--- config.mk ---
export PLATFORM = sky130hd
export DESIGN_NAME = pwr_seq_ctrl_flat
export DESIGN_NICKNAME = d
export VERILOG_FILES = /design/src/rtl/pwr_seq_ctrl_if.sv /design/src/rtl/pwr_seq_ctrl.sv /design/src/flat_wrapper.sv
export SDC_FILE = /design/constraint.sdc
export NUM_CORES = 1
export LEC_CHECK = 0
export CAP_MARGIN = 20
export CORE_AREA = 2 2 85 87
export CTS_CLUSTER_DIAMETER = 120
export CTS_CLUSTER_SIZE = 25
export DETAILED_ROUTE_END_ITERATION = 10
export DIE_AREA = 0 0 87 89
export PLACE_DENSITY = 0.78
export SYNTH_ARGS = -nofsm -noshare
export SYNTH_HDL_FRONTEND = slang
export SYNTH_SLANG_ARGS = --single-unit
--- constraint.sdc ---
create_clock -name clk -period 5.8 [get_ports clk]
set_input_delay 0.87 -clock clk [delete_from_list [all_inputs] [get_ports clk]]
set_output_delay 0.87 -clock clk [all_outputs]
set_load 0.01 [all_outputs]
--- src/rtl/pwr_seq_ctrl_if.sv ---
// Write-port bundle between the host, the power sequencer and the register block.
// The sequencer is the slave on the host side and drives the register-block side.
interface pwr_seq_ctrl_if #(
   parameter int N = 27
);
   logic [7:0]   host_data;
   logic [N-1:0] host_valid_bus;
   logic         host_ready;
   logic [7:0]   master_data;
   logic [N-1:0] valid_bus;

   modport master (
      output host_data,
      output host_valid_bus,
      input  host_ready,
      input  master_data,
      input  valid_bus
   );

   modport slave (
      input  host_data,
      input  host_valid_bus,
      output host_ready,
      output master_data,
      output valid_bus
   );
endinterface

--- src/rtl/pwr_seq_ctrl.sv ---
// Power-up / power-down sequencer sharing the register block's write port with host writes.
//
// state     | meaning
// ----------+-----------------------------------------------------------
// S_IDLE    | no sequence; host owns the write port
// S_UP_WR   | sequencer issues power-up table entry step_q next cycle
// S_UP_WAIT | inter-step delay after a power-up write
// S_DN_WR   | sequencer issues power-down table entry step_q next cycle
// S_DN_WAIT | inter-step delay after a power-down write
module pwr_seq_ctrl #(
   parameter int N        = 27,
   parameter int STEP_DLY = 1000,
   parameter int DLY_W    = 16
) (
   input  logic          clk,
   input  logic          rst,
   pwr_seq_ctrl_if.slave bus,
   input  logic          start_up,
   input  logic          start_dn,
   input  logic          err_clr,
   output logic          busy,
   output logic          done,
   output logic          pwr_on,
   output logic          err
);
   localparam int IDX_W = $clog2(N);
   localparam logic [N-1:0] P_MASK =
      N'((1 << 4) | (1 << 5) | (1 << 6) | (1 << 7) | (1 << 9) | (1 << 24) | (1 << 26));
   // WR itself is one of the STEP_DLY+1 cycles between strobes, so WAIT runs STEP_DLY-1 .. 0
   localparam logic [DLY_W-1:0] WAIT_LOAD = (STEP_DLY > 0) ? DLY_W'(STEP_DLY - 1) : '0;

   typedef enum logic [2:0] {
      S_IDLE,
      S_UP_WR,
      S_UP_WAIT,
      S_DN_WR,
      S_DN_WAIT
   } state_t;

   state_t           state_q;
   logic [2:0]       step_q;
   logic [DLY_W-1:0] cnt_q;
   logic [7:0]       data_q;
   logic [N-1:0]     vbus_q;
   logic             done_q;
   logic             pwr_on_q;
   logic             err_q;

   logic [2:0]       tbl_step;
   logic [IDX_W-1:0] tbl_idx;
   logic             tbl_bit;
   logic [N-1:0]     seq_vbus_d;
   logic [7:0]       seq_data_d;
   logic             host_ready;
   logic             host_wr;
   logic             host_drop;
   logic             last_step;

   assign busy            = (state_q != S_IDLE);
   assign done            = done_q;
   assign pwr_on          = pwr_on_q;
   assign err             = err_q;
   assign host_ready      = !(state_q == S_UP_WR || state_q == S_DN_WR);
   assign bus.host_ready  = host_ready;
   assign bus.master_data = data_q;
   assign bus.valid_bus   = vbus_q;
   assign last_step       = (step_q == 3'd6);

   // Sequence table lookup; power-down walks the power-up table backwards with bit0 inverted
   always_comb begin
      tbl_step = (state_q == S_DN_WR) ? (3'd6 - step_q) : step_q;
      tbl_idx  = IDX_W'(26);
      tbl_bit  = 1'b1;
      case (tbl_step)
         3'd0:    begin tbl_idx = IDX_W'(7);  tbl_bit = 1'b0; end
         3'd1:    begin tbl_idx = IDX_W'(6);  tbl_bit = 1'b0; end
         3'd2:    begin tbl_idx = IDX_W'(5);  tbl_bit = 1'b0; end
         3'd3:    begin tbl_idx = IDX_W'(4);  tbl_bit = 1'b0; end
         3'd4:    begin tbl_idx = IDX_W'(9);  tbl_bit = 1'b0; end
         3'd5:    begin tbl_idx = IDX_W'(24); tbl_bit = 1'b1; end
         default: begin tbl_idx = IDX_W'(26); tbl_bit = 1'b1; end
      endcase
      seq_vbus_d          = '0;
      seq_vbus_d[tbl_idx] = 1'b1;
      seq_data_d          = {7'd0, tbl_bit ^ (state_q == S_DN_WR)};
   end

   // Host arbitration: sequenced registers are locked while any sequence is running
   always_comb begin
      host_wr   = host_ready && (bus.host_valid_bus != '0);
      host_drop = host_wr && busy && ((bus.host_valid_bus & P_MASK) != '0);
   end

   // Sequencer FSM with registered write port, status and error flag
   always_ff @(posedge clk) begin
      if (rst) begin
         state_q  <= S_IDLE;
         step_q   <= 3'd0;
         cnt_q    <= '0;
         data_q   <= 8'd0;
         vbus_q   <= '0;
         done_q   <= 1'b0;
         pwr_on_q <= 1'b0;
         err_q    <= 1'b0;
      end else begin
         done_q <= 1'b0;
         vbus_q <= '0;

         if (host_wr && !host_drop) begin
            vbus_q <= bus.host_valid_bus;
            data_q <= bus.host_data;
         end

         if (host_drop) begin
            err_q <= 1'b1;
         end else if (err_clr) begin
            err_q <= 1'b0;
         end

         case (state_q)
            S_IDLE: begin
               if (start_dn) begin
                  state_q <= S_DN_WR;
                  step_q  <= 3'd0;
               end else if (start_up) begin
                  state_q <= S_UP_WR;
                  step_q  <= 3'd0;
               end
            end

            S_UP_WR: begin
               if (start_dn) begin
                  // step_q writes issued so far; undo exactly those
                  if (step_q == 3'd0) begin
                     state_q <= S_IDLE;
                     done_q  <= 1'b1;
                  end else begin
                     state_q <= S_DN_WR;
                     step_q  <= 3'd7 - step_q;
                  end
               end else begin
                  vbus_q <= seq_vbus_d;
                  data_q <= seq_data_d;
                  if (STEP_DLY == 0) begin
                     if (last_step) begin
                        state_q  <= S_IDLE;
                        done_q   <= 1'b1;
                        pwr_on_q <= 1'b1;
                     end else begin
                        step_q <= step_q + 3'd1;
                     end
                  end else begin
                     cnt_q   <= WAIT_LOAD;
                     state_q <= S_UP_WAIT;
                  end
               end
            end

            S_UP_WAIT: begin
               if (start_dn) begin
                  // step_q+1 writes issued so far
                  state_q <= S_DN_WR;
                  step_q  <= 3'd6 - step_q;
               end else if (cnt_q == '0) begin
                  if (last_step) begin
                     state_q  <= S_IDLE;
                     done_q   <= 1'b1;
                     pwr_on_q <= 1'b1;
                  end else begin
                     step_q  <= step_q + 3'd1;
                     state_q <= S_UP_WR;
                  end
               end else begin
                  cnt_q <= cnt_q - 1'b1;
               end
            end

            S_DN_WR: begin
               vbus_q   <= seq_vbus_d;
               data_q   <= seq_data_d;
               pwr_on_q <= 1'b0;
               if (STEP_DLY == 0) begin
                  if (last_step) begin
                     state_q <= S_IDLE;
                     done_q  <= 1'b1;
                  end else begin
                     step_q <= step_q + 3'd1;
                  end
               end else begin
                  cnt_q   <= WAIT_LOAD;
                  state_q <= S_DN_WAIT;
               end
            end

            S_DN_WAIT: begin
               if (cnt_q == '0) begin
                  if (last_step) begin
                     state_q <= S_IDLE;
                     done_q  <= 1'b1;
                  end else begin
                     step_q  <= step_q + 3'd1;
                     state_q <= S_DN_WR;
                  end
               end else begin
                  cnt_q <= cnt_q - 1'b1;
               end
            end

            default: state_q <= S_IDLE;
         endcase
      end
   end
endmodule

--- src/flat_wrapper.sv ---
// flat-port wrapper written by rule: the top's interface ports become plain ports
module pwr_seq_ctrl_flat 
#(
   parameter int N        = 27,
   parameter int STEP_DLY = 1000,
   parameter int DLY_W    = 16
)
  (clk, rst, start_up, start_dn, err_clr, busy, done, pwr_on, err, bus_host_data, bus_host_valid_bus, bus_host_ready, bus_master_data, bus_valid_bus);
  pwr_seq_ctrl_if #(.N(N)) bus_i ();
  input  logic clk;
  input  logic rst;
  input  logic start_up;
  input  logic start_dn;
  input  logic err_clr;
  output logic busy;
  output logic done;
  output logic pwr_on;
  output logic err;
  input wire logic [$bits(bus_i.host_data)-1:0] bus_host_data;
  input wire logic [$bits(bus_i.host_valid_bus)-1:0] bus_host_valid_bus;
  output wire logic [$bits(bus_i.host_ready)-1:0] bus_host_ready;
  output wire logic [$bits(bus_i.master_data)-1:0] bus_master_data;
  output wire logic [$bits(bus_i.valid_bus)-1:0] bus_valid_bus;
  assign bus_i.host_data = bus_host_data;
  assign bus_i.host_valid_bus = bus_host_valid_bus;
  assign bus_host_ready = bus_i.host_ready;
  assign bus_master_data = bus_i.master_data;
  assign bus_valid_bus = bus_i.valid_bus;
  pwr_seq_ctrl #(.N(N), .STEP_DLY(STEP_DLY), .DLY_W(DLY_W)) u_core (.clk(clk), .rst(rst), .bus(bus_i), .start_up(start_up), .start_dn(start_dn), .err_clr(err_clr), .busy(busy), .done(done), .pwr_on(pwr_on), .err(err));
endmodule
==> metrics.csv, run 1 <==
stage,metric,value,unit
worst_setup_path,cpLargestDelayFamily,compound AO/OA/AOI/OAI gates,
floorplan,dieHeight,89,um
min_path,whs_endpoint,u_core.cnt_q[1],
timing,worst_pin_slew,1.077,ns
worst_setup_path,path_buf_inv,1,
clocking,cts_htree_levels,3,
clocking,clk_path_buf_depth,2,
power,comb_power_share,29.7,%
synth,synth_top_family_by_area,simple AND/OR/NAND/NOR gates,
synth,synthAdderAreaFrac,2.573,%
power,vdd.ir_drop.worst,142.2,uV
floorplan,start_util,43.43,%
synth,synthSimpleGateAreaFrac,25.13,%
worst_setup_path,cp-start-kind,input port,
clocking,clkLatencyLatePin,0.35,ns
routing,ant_nets,0,
worst_setup_path,reg2reg_slack,2.89,ns
synth,syn_avg_cell_area,8.557,um2
worst_setup_path,cpPeakStageDelay,0.93,ns
worst_setup_path,reg2reg_to,u_core.bus.master_data[0],
routing,dr.pass1.iters,5,
grt,grt_max_degree,25,
min_path,hold_path_depth,2,
clocking,cts_root_buf,clkbuf_8,
clocking,cts_resized,0,
timing,setup_viol,0,
finish,final_nets,459,
finish,syn2layout_area_growth,36.32,%
worst_setup_path,path_class,input port to register,
synth,synth_seq_cells,60,
placed_design,placed_area,3739,um2
grt,grt_pass1_wl,12290,um
worst_setup_path,end_kind,register,
finish,final_common_cell,clkdlybuf4s50_1,
synth,syn_inst,341,
routing,drc,0,
floorplan,core_area,6719,um2
timing,rsz0062_at_grt,false,
power,p_sw,0.4379,mW
clocking,cts_buffers,9,
grt,grt_use_total,20.44,%
worst_setup_path,cp.arrival,3.36,ns
worst_setup_path,critical-path-slowest-cell,o211ai_1,
worst_setup_path,reg2reg_depth,10,
timing,finalMaxSlewViolations,0,
synth,yosys.cell_types.count,56,
finish,drive_gt1_share,4.785,%
synth,synth-edff-count,0,
synth,yosysSeqAreaShare,41.17,%
grt,first_global_vias,2539,
synth,syn_area,2918,um2
synth,synth-xor-area-share,3.602,%
clocking,cts_sinks,60,
worst_setup_path,required,6.00,ns
synth,muxShareOfSynthArea,2.744,%
floorplan,rows,30,
power,pwr-share-seq,36.7,%
run_status,status,"finished, final reports clean",
power,p_int,0.9394,mW
worst_setup_path,crit_chain,clkdlybuf4s50_1 > nor4_1 > nand4_1 > o211ai_1 > mux2i_1 > o32ai_1,
grt,antenna_found_initial,0,
timing,finalHoldViolations,0,
timing,period_share,54.48,%
power,swShare,31.79,%
min_path,worstHoldStart,u_core.cnt_q[1],
clocking,cts_setup_buffers,0,
floorplan,die-width,87,um
routing,vias,2878,
synth,syn_nets,387,
power,clock_power_share,33.6,%
synth,synth_compound_area_share,20.20,%
finish,final_cell_area,3978,um2
timing,timing.slew.headroom,27.87,%
worst_setup_path,path_max_fanout,9,
timing,layout_min_cycle_time,3.160,ns
placed_design,place_hpwl,5513,um
clocking,ctsHoldBuffers,0,
job,maxCapViolations,0,
placed_design,place.gp.congestion,0.9143,
placed_design,portBuffers,79,
routing,routed_wl,7940,um
power,p_per_area,346.3,nW/um2
finish,n_antenna_cell,0,
floorplan,dieArea,7743,um2
finish,layout_common_cells,"clkdlybuf4s50_1, dfxtp_1, nor2_1",
synth,ys.flop_type,dfxtp_1,
synth,yosys_warnings,0,
grt,overflow,0,
routing,wire_per_inst,15.94,um
routing,via_per_inst,5.779,
floorplan,io_pins,80,
timing,clock_skew,0.006654,ns
clocking,path_clk_slew,0.07,ns
timing,fmax,316.5,MHz
worst_setup_path,r2r-start,u_core.step_q[0],
timing,fin_setup_tns,0,ns
routing,detail_route.iter0.violations,177,
power,p_leak,1.463,nW
clocking,cts_tree,built,
synth,async_flop_share,0,%
min_path,hold_path.class,register to register,
## worst register-to-register path: cells and delay by family (launching register included)
kind	cells	cell delay, ns
simple gates	3	0.74
compound gates	4	0.71
fa+ha+maj	2	0.70
flops	1	0.50
buf+inv	1	0.16
## per-stage QoR
stage               util (%)  cells  hold WS, ns  worst slack (ns)  total power, mW
floorplan                  -    341       0.4539             3.401           0.7631
global placement       55.64    482       0.4710             2.315           0.9060
global route           59.20    498       0.5074             2.411            1.445
CTS                    59.20    498       0.4900             2.637            1.376
detailed placement     55.64    482       0.4767             2.309           0.9141
finish                 59.20    498       0.4896             2.640            1.377
## routing by layer
| layer | track usage [%] | vias up | share of wire (%) |
|---|---|---|---|
| met5 | 0 | - | 0 |
| met4 | 9.375 | 0 | 2.0 |
| met3 | 4.894 | 16 | 8.8 |
| met2 | 32.27 | 151 | 45 |
| met1 | 26.52 | 1325 | 44 |
| li1 | - | 1386 | - |
## state kept, by name, indices dropped and copies added (netlist names)
signal and flops:
u_core.bus.master_data 8, u_core.bus.valid_bus 27, u_core.cnt_q 16, u_core.done 1
u_core.err 1, u_core.pwr_on 1, u_core.state_q 3, u_core.step_q 3
## cells in the mapped netlist (3+ instances only)
master | instances | area share, %
a211oi_1 | 7 | 1.8
a21oi_1 | 28 | 4.8
and2_1 | 21 | 4.5
clkbuf_1 | 15 | 1.9
dfxtp_1 | 60 | 41
ha_1 | 6 | 2.6
inv_1 | 17 | 2.2
mux2i_1 | 8 | 2.7
nand2_1 | 18 | 2.3
nand2b_1 | 6 | 1.3
nand3_1 | 7 | 1.2
nand4_1 | 7 | 1.5
nor2_1 | 31 | 4.0
nor2b_1 | 3 | 0.64
nor3_1 | 9 | 1.5
nor4_1 | 9 | 1.9
o211ai_1 | 5 | 1.3
o21ai_0 | 11 | 1.9
o32a_1 | 3 | 1.0
o41ai_1 | 3 | 0.90
or3_1 | 7 | 1.5
or4_1 | 5 | 1.3
xnor2_1 | 3 | 0.90
xor2_1 | 9 | 2.7
## power by group through the flow
stage,Clock (mW),Combinational (mW),Sequential [mW]
after detailed placement,0,0.401,0.513
after global placement,0,0.395,0.511
after global routing,0.483,0.451,0.511
after CTS,0.465,0.407,0.504
after floorplan,0,0.250,0.514
final,0.463,0.409,0.505
## worst max path at each step
stage                                      endpoint             startpoint  slack, ns  cells after the start
after floorplan           u_core.bus.master_data[0]       u_core.step_q[0]       3.40                     10
after CTS                 u_core.bus.master_data[0]  bus_host_valid_bus[5]       2.64                      6
after detailed placement           u_core.cnt_q[11]               start_dn       2.31                      6
after global placement             u_core.cnt_q[11]               start_dn       2.31                      6
final                     u_core.bus.master_data[0]  bus_host_valid_bus[5]       2.64                      6
after global routing               u_core.cnt_q[11]               start_dn       2.41                      6
## cell type report
cell class / count / area [um2]
Fill cell: 583 / 2741
Clock inverter: 6 / 111.4
Clock buffer: 10 / 127.6
Sequential cell: 60 / 1201
Inverter: 17 / 63.81
Multi-Input combinational cell: 246 / 1583
Timing Repair Buffer: 79 / 790.8
Tap cell: 80 / 100.1
## cells by family after synthesis
| logic type | Yosys count |
|---|---|
| fa+ha+maj | 6 |
| flops | 60 |
| simple gates | 134 |
| xor+xnor | 12 |
| compound gates | 86 |
| mux | 8 |
| buf+inv | 35 |
Note: power is estimated with default switching activity, not from simulation.
==> run 2: changes to the inputs <==
==> constraint.sdc (replaced) <==
create_clock -name clk -period 2.95 [get_ports clk]
set_input_delay 0.4425 -clock clk [delete_from_list [all_inputs] [get_ports clk]]
set_output_delay 0.4425 -clock clk [all_outputs]
set_load 0.01 [all_outputs]
==> run 2 against run 1 <==
Net effect:
- flip-flop and latch count is the same
- first-iteration DRC count grew 1.1%
- highest routed layer unchanged
- core utilization grew 0.93 points
- clock skew is essentially flat
- sequential power grew 96%
- critical endpoint unchanged
- clock power grew 80%
- clock-buffer cell count shrank 1
- largest cell class unchanged
- non-clock buffer count grew 9
==> metrics.csv, run 2 (same netlist as run 1, synthesis figures left out) <==
stage,metric,value,unit,change
floorplan,start_util,43.43,%,unchanged
timing,fmax,373.2,MHz,
clocking,cts_setup_buffers,0,,unchanged
routing,ant_nets,0,,unchanged
worst_setup_path,cp.arrival,2.93,ns,-0.43 ns
worst_setup_path,path_max_fanout,9,,unchanged
routing,detail_route.iter0.violations,179,,+1.1%
power,pwr-share-seq,37.3,%,+0.6 points
worst_setup_path,reg2reg_to,u_core.bus.master_data[0],,
worst_setup_path,cp-start-kind,register,,
clocking,clkLatencyLatePin,0.34,ns,about the same
routing,wire_per_inst,15.59,um,-2.2%
timing,worst_pin_slew,0.6637,ns,-0.4136 ns
finish,syn2layout_area_growth,38.46,%,
placed_design,portBuffers,79,,unchanged
clocking,ctsHoldBuffers,0,,unchanged
routing,vias,2875,,-0.10%
min_path,hold_path_depth,2,,unchanged
power,p_int,1.787,mW,+90%
clocking,cts_htree_levels,3,,unchanged
floorplan,core_area,6719,um2,unchanged
clocking,clk_path_buf_depth,2,,unchanged
routing,via_per_inst,5.671,,-1.9%
finish,final_util,60.13,%,+0.93 points
finish,drive_gt1_share,7.494,%,+2.7 points
clocking,cts_buffers,9,,unchanged
worst_setup_path,required,3.20,ns,-2.80 ns
min_path,hold_path.class,register to register,,
power,vdd.ir_drop.worst,300.0,uV,+110%
timing,fin_setup_tns,0,ns,unchanged
finish,final_common_cell,clkdlybuf4s50_1,,
timing,finalHoldViolations,0,,unchanged
grt,grt_pass1_wl,12430,um,+1.1%
routing,dr.pass1.iters,4,,-1
power,comb_power_share,31.3,%,+1.6 points
finish,largest_reg_flops,27,,unchanged
timing,timing.slew.headroom,55.69,%,+28 points
clocking,path_clk_slew,0.07,ns,about the same
placed_design,place.gp.congestion,0.9396,,+2.8%
timing,finalMaxSlewViolations,0,,unchanged
finish,final_nets,468,,+2.0%
job,maxCapViolations,0,,unchanged
floorplan,io_pins,80,,unchanged
floorplan,die-width,87,um,unchanged
min_path,worstHoldStart,u_core.cnt_q[1],,
worst_setup_path,reg2reg_slack,0.27,ns,-2.62 ns
min_path,whs_endpoint,u_core.cnt_q[1],,
power,clock_power_share,31.4,%,-2.2 points
timing,setup_viol,0,,unchanged
finish,n_antenna_cell,0,,unchanged
run_status,status,"finished, final reports clean",,
grt,first_global_vias,2644,,+4.1%
grt,grt_use_total,20.66,%,+0.23 points
timing,layout_min_cycle_time,2.679,ns,
grt,antenna_found_initial,0,,unchanged
timing,clock_skew,0.006364,ns,-0.0002898 ns
routing,drc,0,,unchanged
floorplan,rows,30,,unchanged
routing,routed_wl,7904,um,-0.45%
floorplan,dieArea,7743,um2,unchanged
worst_setup_path,end_kind,register,,
worst_setup_path,reg2reg_depth,10,,unchanged
placed_design,place_hpwl,5697,um,+3.3%
clocking,cts_tree,built,,
clocking,cts_sinks,60,,unchanged
clocking,cts_root_buf,clkbuf_8,,
power,p_sw,0.8664,mW,+98%
power,p_per_area,656.9,nW/um2,+90%
floorplan,dieHeight,89,um,unchanged
worst_setup_path,path_class,register to register,,
grt,overflow,0,,unchanged
power,p_leak,1.500,nW,+2.6%
worst_setup_path,r2r-start,u_core.step_q[0],,
timing,rsz0062_at_grt,false,,
grt,grt_max_degree,25,,unchanged
timing,period_share,90.82,%,
power,swShare,32.65,%,+0.85 points
finish,layout_common_cells,"clkdlybuf4s50_1, dfxtp_1, nor2_1",,
run 2: worst max-delay path by stage:
| stage | slack, ns | end | startpoint |
|---|---|---|---|
| global route | 0.03 | u_core.bus.master_data[0] | u_core.step_q[0] |
| floorplan | 0.55 | u_core.bus.master_data[0] | u_core.step_q[0] |
| detailed placement | 0.24 | u_core.bus.master_data[0] | u_core.step_q[0] |
| global placement | 0.37 | u_core.bus.master_data[0] | u_core.step_q[0] |
| CTS | 0.23 | u_core.bus.master_data[0] | u_core.step_q[0] |
| finish | 0.27 | u_core.bus.master_data[0] | u_core.step_q[0] |
run 2: power groups by stage:
stage / logic, mW / registers (mW) / clock network, mW
floorplan: 0.491 / 1.01 / 0
global route: 0.913 / 1.00 / 0.885
detailed placement: 0.816 / 1.01 / 0
finish: 0.830 / 0.989 / 0.834
CTS: 0.822 / 0.987 / 0.849
global placement: 0.805 / 1.00 / 0
run 2: area by class of cell:
| cell class | instances | area [um2] |
|---|---|---|
| Fill cell | 561 | 2679 |
| Multi-Input combinational cell | 246 | 1594 |
| Sequential cell | 60 | 1201 |
| Timing Repair Buffer | 88 | 858.3 |
| Clock buffer | 9 | 123.9 |
| Tap cell | 80 | 100.1 |
| Clock inverter | 7 | 98.84 |
| Inverter | 17 | 63.81 |
run 2: critical path: stages, from the launching register on:
cell and delay [ns]:
dfxtp_1 0.52, inv_1 0.15, ha_1 0.40, nor4bb_2 0.43, a211oi_2 0.14, a31oi_1 0.17
o21ai_0 0.11, ha_1 0.28, nor3_1 0.13, nor2_1 0.06, o32ai_1 0.20
run 2: what timing repair did:
item | 4_1_cts | 5_1_grt
endpoints found under the hold margin | 0 | 0
endpoints found under the setup margin | 0 | 1
resized for setup | 0 | 2
run 2: per-layer routing:
layer	global-route usage (%)	share of wire, %	vias up
met5	0	0	-
met4	8.665	1.8	0
met3	6.279	8.2	12
met2	32.82	44	127
met1	26.15	46	1329
li1	-	-	1407
run 2: stage by stage:
step | power [mW] | hold WS, ns | setup slack, ns | instances | area [um2]
detailed placement | 1.821 | 0.4816 | 0.2401 | 491 | 3806
global placement | 1.808 | 0.4754 | 0.3733 | 491 | 3806
CTS | 2.659 | 0.4932 | 0.2301 | 507 | 4029
global route | 2.799 | 0.5194 | 0.03090 | 507 | 4040
floorplan | 1.500 | 0.4539 | 0.5513 | 341 | 2918
finish | 2.654 | 0.4872 | 0.2707 | 507 | 4040
==> run 3: changes to the inputs <==
--- a/config.mk
+++ b/config.mk
@@ -8,9 +8,9 @@
 export CAP_MARGIN = 20
 export CORE_AREA = 2 2 85 87
 export CTS_CLUSTER_DIAMETER = 120
-export CTS_CLUSTER_SIZE = 25
 export DETAILED_ROUTE_END_ITERATION = 10
 export DIE_AREA = 0 0 87 89
+export HOLD_SLACK_MARGIN = 0.06
 export PLACE_DENSITY = 0.78
 export SYNTH_ARGS = -nofsm -noshare
 export SYNTH_HDL_FRONTEND = slang
==> results of run 3 <==
No change in the layout: final DEF, timing and power equal those of run 2.
